`config.mk`:
```
export PLATFORM = sky130hd
export DESIGN_NAME = simple_mux
export DESIGN_NICKNAME = d
export VERILOG_FILES = /design/src/rtl/simple_mux.sv
export SDC_FILE = /design/constraint.sdc
export NUM_CORES = 1
export LEC_CHECK = 0
export BUFFER_PORTS_ARGS = -buffer_cell sky130_fd_sc_hd__buf_4
export CAP_MARGIN = 20
export CORE_AREA = 3 3 40 42
export CTS_CLUSTER_SIZE = 10
export DETAILED_ROUTE_END_ITERATION = 16
export DIE_AREA = 0 0 43 45
export GPL_TIMING_DRIVEN = 0
export SETUP_SLACK_MARGIN = 0.02
export SLEW_MARGIN = 5
export SYNTH_ARGS = -nofsm -noshare
export SYNTH_HDL_FRONTEND = slang
export SYNTH_SLANG_ARGS = --single-unit
export TNS_END_PERCENT = 100
```
`constraint.sdc`:
```
create_clock -name clk_i -period 3.5 [get_ports clk_i]
set_input_delay 0.7 -clock clk_i [delete_from_list [all_inputs] [get_ports clk_i]]
set_output_delay 0.7 -clock clk_i [all_outputs]
set_load 0.01 [all_outputs]
```
`src/rtl/simple_mux.sv`:
```
// simple_mux: two-input WIDTH-bit mux with a combinational output, a
// registered copy, and select-change monitoring (pulse + saturating count).
//
// Ports:
//   clk_i          clock, all state on rising edge
//   reset_i        asynchronous reset, active-high
//   a_i            data input, chosen when sel_i=0
//   b_i            data input, chosen when sel_i=1
//   sel_i          select
//   y_o            combinational mux output (independent of clock/reset)
//   y_q_o          y_o registered, 1-cycle latency
//   sel_q_o        sel_i registered
//   sel_chg_o      1-cycle pulse when the registered select changed on this edge
//   sel_chg_cnt_o  saturating count of select changes since reset
`timescale 1ns/1ps
module simple_mux #(
  parameter int unsigned WIDTH = 1,
  parameter int unsigned CNT_W = 8
) (
  input  logic             clk_i,
  input  logic             reset_i,
  input  logic [WIDTH-1:0] a_i,
  input  logic [WIDTH-1:0] b_i,
  input  logic             sel_i,
  output logic [WIDTH-1:0] y_o,
  output logic [WIDTH-1:0] y_q_o,
  output logic             sel_q_o,
  output logic             sel_chg_o,
  output logic [CNT_W-1:0] sel_chg_cnt_o
);

  localparam logic [CNT_W-1:0] CNT_MAX = '1;

  logic sel_diff;

  // Plain ?: keeps standard X-select semantics (a_i when inputs agree, else X).
  assign y_o = sel_i ? b_i : a_i;

  // Compare against the registered select; reset value 0 makes a first sel_i=1 a change.
  assign sel_diff = (sel_i != sel_q_o);

  // Registered copy, select history and change monitor.
  always_ff @(posedge clk_i or posedge reset_i) begin
    if (reset_i) begin
      y_q_o         <= '0;
      sel_q_o       <= 1'b0;
      sel_chg_o     <= 1'b0;
      sel_chg_cnt_o <= '0;
    end else begin
      y_q_o     <= y_o;
      sel_q_o   <= sel_i;
      sel_chg_o <= sel_diff;
      // Holds at all-ones rather than wrapping.
      if (sel_diff && (sel_chg_cnt_o != CNT_MAX)) begin
        sel_chg_cnt_o <= sel_chg_cnt_o + CNT_W'(1);
      end
    end
  end

endmodule

```
==> flow_metrics.py <==
metrics = {
    "clock_network": {
        "htreeDepth": 1,
        "cts-buffers-inserted": 3,
        "post_cts_buffers": 0,
        "ctsResizeCount": 0,
        "worst_skew_pair.late_latency_ns": 0.27,
        "clock_sinks": 11,
        "clockBufferDepth": 2,
        "cts_tree": "yes",
        "path_clk_slew_ns": 0.07,
        "clock-root-buffer": "clkbuf_4",
        "ctsHoldBuffers": 0,
    },
    "synth": {
        "syn-instance-count": 40,
        "avgSynthCellArea_um2": 12.2,
        "synth_cell_types": 20,
        "synth-xor-area-share_pct": 10.5,
        "ys_seq_area_share_pct": 56.6,
        "synth_simple_gate_area_share_pct": 19.0,
        "syn-num-nets": 46,
        "synth_compound_area_share_pct": 3.86,
        "synth_top_family_by_area": "simple AND/OR/NAND/NOR gates",
        "synth_fa_ha_area_share_pct": 2.57,
        "yosysWarnings": 0,
        "muxShareOfSynthArea_pct": 6.68,
        "synth_seq_cells": 11,
        "synth.cell_area_um2": 487,
    },
    "die": {
        "num_rows": 13,
        "core_area_um2": 1280,
        "io-pin-count": 17,
        "initial_utilization_pct": 37.9,
        "die_w_um": 43,
        "dieArea_um2": 1940,
        "die_height_um": 45,
    },
    "setup_path": {
        "critPathLaunch": "sel_i",
        "end_kind": "output port",
        "r2r-start": "sel_chg_cnt_o[0]",
        "worstPathMaxFanout": 3,
        "crit_arrival_ns": 1.29,
        "crit_path_start_kind": "input port",
        "crit_type": "input port to output port",
        "critPathRequiredTime_ns": 2.80,
    },
    "finish": {
        "fin_cells": 75,
        "layout_commonest_cell": "buf_4",
        "layout.cells.most_common_list": "buf_4 (16), dfrtp_1 (11), nand2_1 (4)",
        "antenna_cells": 0,
        "drive_above_1_share_pct": 41.7,
        "nNetsFinal": 67,
        "synthToLayoutAreaGrowth_pct": 33.9,
        "stdcell_area_um2": 652,
        "fillers": 122,
    },
    "min_path": {
        "hold_class": "input port to async pin",
    },
    "timing": {
        "rsz0062_at_grt": "no",
        "hold_violations": 0,
        "relSlewSlack_pct": 71.8,
        "period_share_pct": 56.9,
        "setup_viol": 0,
        "tns_ns": 0,
        "tightest_slew_ns": 0.423,
        "maxSlewViolCount": 0,
        "fin_worst_skew_ns": 0.00714,
        "fmax_ghz": 0.502,
        "fin_crit_ns": 1.99,
    },
    "drt": {
        "first_iter_violations": 5,
        "first_pass_iters": 2,
        "wl_per_cell_um": 12.3,
        "totalWireLength_um": 920,
        "drt.antenna.violating_nets": 0,
        "dr_total_vias": 366,
        "drc": 0,
        "avgViaCountPerCell": 4.88,
    },
    "power_and_ir_drop": {
        "power_density_nw_per_um2": 745,
        "ir_drop_v": 0.000327,
        "p_leak_nw": 0.320,
        "finalPower_mw": 0.485,
    },
    "place": {
        "port_buffers": 16,
        "dp_cells": 71,
        "gp_congestion": 0.680,
        "placed_area_um2": 626,
    },
    "run_status": {
        "status": "finished clean",
    },
    "run": {
        "max-cap-violations": 0,
    },
    "global_routing": {
        "grt_start_max_net_pins": 12,
        "grt_pass1_vias": 350,
        "grt_usage_pct": 11.6,
        "overflow": 0,
        "grt_pass1_wl_mm": 1.57,
        "antenna_found_initial": 0,
    },
}
-- cells in the mapped netlist --
cell,count,area share [%]
nor2b_2,1,1.8
ha_1,1,2.6
and4_1,1,1.8
nand3_1,2,2.1
nand4_1,1,1.3
xnor2_1,2,3.6
inv_1,1,0.77
dfrtp_1,11,57
and3_1,1,1.3
a21oi_1,2,2.1
mux2i_1,1,2.1
a2bb2oi_1,1,1.8
nand2_1,4,3.1
nor2_1,3,2.3
and3_2,1,1.5
nand2b_1,1,1.3
xor2_1,2,3.6
nand4_2,1,2.6
xor2_2,1,3.3
mux2_2,2,4.6
-- per-layer routing --
layer  up-vias  global-route usage [%]  routed length, µm
li1        182                       -                  -
met1       164                    13.6                433
met2        16                    17.4                383
met3         4                    3.98                 74
met4         0                    9.04                 28
met5         -                       0                  0
-- worst paths after layout --
kind,end,slack (ns),depth (start not counted)
setup / recovery,y_o,1.51,3
hold reg to reg,sel_chg_cnt_o[6],0.50,1
min in group clk_i,sel_chg_cnt_o[6],0.50,1
max in group asynchronous,sel_chg_cnt_o[4],2.78,2
hold / removal,sel_chg_cnt_o[2],0.42,2
setup reg to reg,sel_chg_cnt_o[1],2.01,5
-- power by group --
part | internal (mW) | switching [mW]
Clock | 0.0441 | 0.0411
Combinational | 0.100 | 0.0740
Sequential | 0.171 | 0.0552
Total | 0.315 | 0.170
-- logic make-up (layout without fill, tap and decap cells) --
kind of cell,Yosys count,count (layout)
and+or+nand+nor,16,16
AOI/OAI and AO/OA,3,3
xor gates and xnor gates,5,5
DFF,11,11
adders and majority gates,1,1
buffers and inverters,1,21
muxes,3,3
-- flip-flops by register name, summed over array words and instances (netlist names) --
| name | cells |
|---|---|
| sel_chg_cnt_o | 8 |
| sel_chg_o | 1 |
| y_q_o | 1 |
| sel_q_o | 1 |
-- critical path, stage by stage --
cell and delay (ns):
buf_4 0.10, mux2_2 0.34, buf_4 0.15
-- area by class of cell --
cell class	count	area, µm²	area share, %
inverter	1	3.75	0.576
tap	15	18.8	2.88
timing repair buffer	16	120	18.4
clock buffer	4	26.3	4.03
multi-input combinational	28	208	31.9
sequential	11	275	42.2
-- per-stage QoR --
step           hold slack, ns  utilization (%)  worst slack [ns]
6_report                0.423             50.7              1.51
2_1_floorplan           0.525                -              1.76
3_3_place_gp            0.486             48.7              1.51
3_5_place_dp            0.505             48.7              1.50
5_1_grt                 0.447             50.7              1.48
4_1_cts                 0.431             50.7              1.50
No activity file was read; power rests on OpenSTA's default activity.
